**src/rtl/uart_tx_arbiter_if.sv**
```systemverilog
// Requester/UART-side bundle for uart_tx_arbiter. The slave modport is the
// arbiter's view; the master modport is the requesters' and UART's view.
interface uart_tx_arbiter_if;
  logic [2:0]  req;
  logic [23:0] req_data;
  logic [2:0]  req_last;
  logic [2:0]  ack;
  logic        tx_full;
  logic        wr_uart;
  logic [7:0]  wr_data;
  logic [1:0]  grant;
  logic        busy;

  modport slave  (input  req, req_data, req_last, tx_full,
                  output ack, wr_uart, wr_data, grant, busy);
  modport master (output req, req_data, req_last, tx_full,
                  input  ack, wr_uart, wr_data, grant, busy);
endinterface

```
**src/rtl/uart_tx_arbiter.sv**
```systemverilog
// Three-requester byte arbiter feeding a UART TX FIFO. Round-robin by default;
// define UART_TX_ARB_PRIO_EN to give requester 0 fixed top priority.
module uart_tx_arbiter #(
  parameter int unsigned MAX_BURST = 16
) (
  input  logic              clk,
  input  logic              rst_n,
  uart_tx_arbiter_if.slave  bus
);

  localparam logic [0:0] S_IDLE = 1'b0;
  localparam logic [0:0] S_SEND = 1'b1;

  logic [0:0] r_state;
  logic [1:0] r_grant;
  logic [1:0] r_ptr;
  logic [7:0] r_cnt;

  logic       w_req_g;
  logic       w_last_g;
  logic [7:0] w_byte;
  logic [1:0] w_win;
  logic       w_beat;
  logic       w_done;
  logic       w_release;

  function automatic logic [1:0] inc3(input logic [1:0] x);
    return (x == 2'd2) ? 2'd0 : x + 2'd1;
  endfunction

  function automatic logic bit_at(input logic [2:0] v, input logic [1:0] i);
    case (i)
      2'd0:    return v[0];
      2'd1:    return v[1];
      2'd2:    return v[2];
      default: return 1'b0;
    endcase
  endfunction

  // Granted requester's lines; grant==3 (idle) selects nothing.
  always_comb begin
    w_req_g  = 1'b0;
    w_last_g = 1'b0;
    w_byte   = 8'h00;
    case (r_grant)
      2'd0: begin w_req_g = bus.req[0]; w_last_g = bus.req_last[0]; w_byte = bus.req_data[7:0];   end
      2'd1: begin w_req_g = bus.req[1]; w_last_g = bus.req_last[1]; w_byte = bus.req_data[15:8];  end
      2'd2: begin w_req_g = bus.req[2]; w_last_g = bus.req_last[2]; w_byte = bus.req_data[23:16]; end
      default: ;
    endcase
  end

`ifdef UART_TX_ARB_PRIO_EN
  // Requester 0 always wins; 1 and 2 alternate using the same pointer.
  always_comb begin
    w_win = 2'd0;
    if (bus.req[0])          w_win = 2'd0;
    else if (r_ptr == 2'd2)  w_win = bus.req[2] ? 2'd2 : 2'd1;
    else                     w_win = bus.req[1] ? 2'd1 : 2'd2;
  end
`else
  logic [1:0] w_p1;
  logic [1:0] w_p2;
  assign w_p1 = inc3(r_ptr);
  assign w_p2 = inc3(w_p1);

  // Later assignments override: the first hit in ptr, ptr+1, ptr+2 wins.
  always_comb begin
    w_win = w_p2;
    if (bit_at(bus.req, w_p1))  w_win = w_p1;
    if (bit_at(bus.req, r_ptr)) w_win = r_ptr;
  end
`endif

  assign w_beat    = (r_state == S_SEND) & w_req_g & ~bus.tx_full;
  assign w_done    = w_beat & (w_last_g | (({1'b0, r_cnt} + 9'd1) == 9'(MAX_BURST)));
  assign w_release = (r_state == S_SEND) & (~w_req_g | w_done);

  assign bus.wr_uart = w_beat;
  assign bus.wr_data = w_beat ? w_byte : 8'h00;
  assign bus.ack     = w_beat ? (3'b001 << r_grant) : 3'b000;
  assign bus.grant   = r_grant;
  assign bus.busy    = (r_state == S_SEND);

  always_ff @(posedge clk or negedge rst_n) begin
    if (!rst_n) begin
      r_state <= S_IDLE;
      r_grant <= 2'd3;
      r_ptr   <= 2'd0;
      r_cnt   <= 8'd0;
    end else begin
      case (r_state)
        S_IDLE: begin
          if (|bus.req) begin
            r_state <= S_SEND;
            r_grant <= w_win;
            r_cnt   <= 8'd0;
          end
        end
        default: begin
          // Abandon, end of message and burst limit all release the same way.
          if (w_release) begin
            r_state <= S_IDLE;
            r_grant <= 2'd3;
            r_ptr   <= inc3(r_grant);
          end else if (w_beat) begin
            r_cnt <= r_cnt + 8'd1;
          end
        end
      endcase
    end
  end

endmodule

```
**src/flat_wrapper.sv**
```systemverilog
// flat-port wrapper written by rule: the top's interface ports become plain ports
module uart_tx_arbiter_flat 
#(
  parameter int unsigned MAX_BURST = 16
)
  (clk, rst_n, bus_req, bus_req_data, bus_req_last, bus_tx_full, bus_ack, bus_wr_uart, bus_wr_data, bus_grant, bus_busy);
  uart_tx_arbiter_if bus_i ();
  input  logic clk;
  input  logic rst_n;
  input wire logic [$bits(bus_i.req)-1:0] bus_req;
  input wire logic [$bits(bus_i.req_data)-1:0] bus_req_data;
  input wire logic [$bits(bus_i.req_last)-1:0] bus_req_last;
  input wire logic [$bits(bus_i.tx_full)-1:0] bus_tx_full;
  output wire logic [$bits(bus_i.ack)-1:0] bus_ack;
  output wire logic [$bits(bus_i.wr_uart)-1:0] bus_wr_uart;
  output wire logic [$bits(bus_i.wr_data)-1:0] bus_wr_data;
  output wire logic [$bits(bus_i.grant)-1:0] bus_grant;
  output wire logic [$bits(bus_i.busy)-1:0] bus_busy;
  assign bus_i.req = bus_req;
  assign bus_i.req_data = bus_req_data;
  assign bus_i.req_last = bus_req_last;
  assign bus_i.tx_full = bus_tx_full;
  assign bus_ack = bus_i.ack;
  assign bus_wr_uart = bus_i.wr_uart;
  assign bus_wr_data = bus_i.wr_data;
  assign bus_grant = bus_i.grant;
  assign bus_busy = bus_i.busy;
  uart_tx_arbiter #(.MAX_BURST(MAX_BURST)) u_core (.clk(clk), .rst_n(rst_n), .bus(bus_i));
endmodule
```
**config.mk**
```make
export PLATFORM = sky130hd
export DESIGN_NAME = uart_tx_arbiter_flat
export DESIGN_NICKNAME = d
export VERILOG_FILES = /design/src/rtl/uart_tx_arbiter_if.sv /design/src/rtl/uart_tx_arbiter.sv /design/src/flat_wrapper.sv
export SDC_FILE = /design/constraint.sdc
export NUM_CORES = 1
export LEC_CHECK = 0
export BUFFER_PORTS_ARGS = -buffer_cell sky130_fd_sc_hd__buf_2
export CORE_MARGIN = 2
export CORE_UTILIZATION = 45
export CTS_CLUSTER_SIZE = 14
export DETAILED_ROUTE_END_ITERATION = 16
export PLACE_DENSITY_LB_ADDON = 0.15
export REMOVE_ABC_BUFFERS = 1
export SLEW_MARGIN = 5
export SYNTH_ARGS = -nofsm -noshare
export SYNTH_HDL_FRONTEND = slang
export SYNTH_SLANG_ARGS = --single-unit
```
**constraint.sdc**
```tcl
create_clock -name clk -period 2.42 [get_ports clk]
set_input_delay 0.121 -clock clk [delete_from_list [all_inputs] [get_ports clk]]
set_output_delay 0.121 -clock clk [all_outputs]
set_load 0.005 [all_outputs]
```
==> flow_summary.rst <==
.. list-table::
   :header-rows: 1

   * - Metric
     - Value
   * - Master cell of the clock root buffer
     - clkbuf_4
   * - Setup repair after global routing missed its margin
     - no
   * - Floorplan die area
     - around 3000 um^2
   * - Antenna violation net count after detailed routing
     - 0
   * - Clock sink total
     - 13
   * - Reg-to-reg startpoint
     - u_core.r_cnt[0]
   * - Placeable core region
     - between 2000 and 2500 um^2
   * - Relative contribution of combinational cells to total power
     - 59.3%
   * - Power after layout
     - approximately 1.4 mW
   * - First-pass GRT wire length
     - about 4300 um
   * - Via count of the first global-routing pass
     - ~950
   * - Actual transition at the worst max-transition pin
     - between 0.4 and 0.5 ns
   * - Site Rows
     - 18
   * - Remaining global-route overflow
     - 0
   * - Initial antenna violation count
     - 0
   * - Final Hold Vio Count
     - 0
   * - Wire length on met1
     - 1290 um
   * - Final Net Count
     - 227
   * - Cell internal power dissipation
     - ~0.72 mW
   * - Instance area after placement
     - 1430 um^2
   * - Worst hold path type
     - in -> reg
   * - Initial Util
     - 47.4%
   * - Crit path from
     - u_core.r_cnt[0]
   * - Power per cell area
     - approximately 900 nW/um^2
   * - Maximum clock rate
     - about 460 MHz
   * - Total GRT Usage
     - between 20 and 25%
   * - Hold path endpoint
     - u_core.r_ptr[0]
   * - Number of enable-type register cells in the synthesized netlist
     - 0
   * - Number of inserted diodes
     - 0
   * - Share of flip-flops with an asynchronous set or reset after synthesis
     - 100%
   * - Number of non-filler instances in the completed layout
     - about 220
   * - Max VDD drop
     - roughly 0.00073 V
   * - Clock transition at the registers of the reported paths
     - approximately 0.07 ns
   * - Post-synthesis sequential area ratio
     - between 20% and 30%
   * - Flop and latch count out of synthesis
     - 13
   * - Port buffer count
     - 47
   * - Area growth from synthesis to final layout
     - 24.9%
   * - Per-cell routed wire length
     - 13.8 um
   * - Die Y
     - ~55 um
   * - Largest clock skew in the final design
     - 0.00348 ns
   * - Detailed-routed wire length on met3
     - about 140 um
   * - CTS tree
     - yes
   * - HPWL after DPL
     - approximately 2400 um
   * - Count of boundary I/O pins
     - between 40 and 50
   * - Area of the mapped netlist
     - about 1200 um^2
   * - Placed Cells incl. Taps
     - between 200 and 250
   * - Tightest slew margin relative to the limit
     - around 71%
   * - Per-instance average area after synthesis
     - slightly above 8 um^2
   * - Routed vias
     - roughly 1300
   * - Sequential group share of total power
     - slightly above 30%
   * - YS warnings
     - 0
   * - Data required, critical path
     - approximately 2.6 ns
   * - WP data arrival
     - about 2.4 ns
   * - Maximum fanout count along the critical path
     - 7
   * - Detailed Route WL
     - 3050 um
   * - Final core occ
     - 59.2%
   * - Time the final worst path needs with I/O delays and setup
     - about 2.2 ns
   * - Final setup vio count
     - 0
   * - Topmost layer with routed signal wires
     - met4
   * - Remaining design rule violation count
     - 0
   * - Maximum number of pins on one net before global-route repair
     - 17
   * - Switching share of total power
     - approximately 47%
   * - Per-cell via count in the routed design
     - ~5.7
   * - Number of violations of the max-capacitance limit
     - 0
   * - Final Hold Slack
     - 0.225 ns
   * - Result of the run
     - finished, final reports clean
   * - Share of final-layout standard cells stronger than drive strength 1
     - 37.2%
   * - Critical hold path startpoint
     - bus_tx_full
   * - Final Worst Setup Slack
     - ~0.27 ns
   * - Routability cong.
     - approximately 0.9
   * - Switching power
     - 0.631 mW
   * - Horiz. Die Dim
     - 55.1 um
   * - Reg-to-reg slack, setup
     - approximately 0.27 ns
   * - H-tree depth reported by CTS
     - 1
   * - Fin area
     - 1470 um^2
   * - Startpoint type of the worst setup path
     - register
   * - End of the worst register-to-register path
     - u_core.r_cnt[2]
   * - Depth of the worst register-to-register path
     - 8
   * - Max-slew violations
     - 0
   * - DRT Pass-1 Iters
     - 4
   * - Worst hold path stage count
     - 4
   * - Tcrit/Tclk final
     - around 89%
   * - Cell count after synthesis
     - between 100 and 150
   * - CTS buffer count
     - 3
   * - Routed wl met2
     - ~1600 um
   * - Maximum clock path buffer count
     - 2
   * - Setup TNS Final
     - 0 ns
   * - Cell leakage power
     - between 0.7 and 0.8 nW
   * - Count of routing violations after the opening detailed-route iteration
     - 37
   * - Clock latency of the later-clocked register in the worst-skew pair
     - 0.28 ns
   * - Pre-CTS WS
     - roughly 0.28 ns
   * - Clock power share
     - around a tenth
   * - Endpoint class of the critical path
     - register
   * - Synth Flop Type
     - dfrtp_1
   * - Crit Path Category
     - reg -> reg
   * - Number of distinct library cells after synthesis
     - 50
==> worst max-delay path by stage <==
stage	slack (ns)	endpoint	depth (start not counted)
after floorplan	0.02	u_core.r_cnt[0]	6
after global placement	0.34	u_core.r_cnt[2]	8
after detailed placement	0.28	u_core.r_cnt[2]	8
after CTS	0.26	u_core.r_cnt[2]	8
after global routing	0.11	u_core.r_cnt[2]	8
final	0.27	u_core.r_cnt[2]	8
==> layout make-up <==
cell class / count / area, um^2
clock buffer: 4 / 26.3
fill: 232 / 1010
inverter: 8 / 30.0
multi-input combinational: 113 / 763
sequential: 13 / 328
tap: 30 / 37.5
timing repair buffer: 53 / 283
==> state kept, by name, indices dropped and copies added, names as in the netlist <==
signal and count:
u_core.bus.busy 1, u_core.r_ptr 2, u_core.bus.grant 2, u_core.r_cnt 8
==> power by group through the flow <==
stage / clock network, mW / logic [mW] / registers (mW)
global placement: 0 / 0.782 / 0.412
global route: 0.152 / 0.883 / 0.432
finish: 0.136 / 0.803 / 0.415
floorplan: 0 / 0.514 / 0.439
detailed placement: 0 / 0.803 / 0.416
CTS: 0.144 / 0.807 / 0.412
==> Yosys cell counts (2+ instances only) <==
master	number	share of area [%]
mux2i_1	11	9.4
a31oi_1	8	4.3
o21ai_0	8	3.4
a21oi_1	13	5.5
o31a_1	2	1.5
clkbuf_1	2	0.64
nand2_1	10	3.2
buf_2	2	0.85
dfstp_2	2	4.5
nor2_1	19	6.1
nor2_2	2	1.1
nand3_1	3	1.3
a311o_1	2	1.7
nor3_1	3	1.3
inv_1	8	2.6
ha_1	2	2.1
dfrtp_1	11	23
nor4_1	2	1.1
==> layout by cell type, fill, tap and decap left out, types with 2 or more instances in the layout <==
master and instances:
inv_1 8, o21ai_0 8, nand2_1 10, nor2_1 19, dfstp_2 2, nand3_1 3
buf_2 47, ha_1 2, mux2i_1 11, a21oi_1 13, a311o_1 2, dfrtp_1 11
nor3_1 3, nor4_1 2, clkbuf_4 3, a31oi_1 8, o31a_1 2, buf_4 5
nor2_2 2
==> timing repair <==
item / 4_1_cts / 5_1_grt
gates resized for setup: 0 / 0
endpoints found under the hold margin: 13 / 0
setup buffers: 0 / 0
hold buffers: 1 / 0
==> logic make-up (layout without fill, tap and decap cells) <==
| group | count (synthesis) | count (layout) | synth area share [%] |
|---|---|---|---|
| DFF | 13 | 13 | 27.9 |
| muxes | 12 | 12 | 10.3 |
| and+or+nand+nor | 51 | 51 | 21.6 |
| buffers and inverters | 16 | 65 | 7.14 |
| adders and majority gates | 2 | 2 | 2.13 |
| AOI/OAI and AO/OA | 48 | 48 | 30.9 |
==> critical path: stages, from the launching register on <==
cell	delay [ns]
dfrtp_1	0.45
ha_1	0.28
and3_2	0.25
o221a_2	0.26
o21a_1	0.15
a211oi_2	0.27
buf_4	0.19
a21oi_1	0.06
a31oi_1	0.16
==> layer usage <==
metal	up-vias	global-route usage, %
met5	-	0
li1	626	-
met2	36	31.3
met4	0	6.10
met3	6	4.03
met1	599	28.1
(Power assumes the default switching activity.)
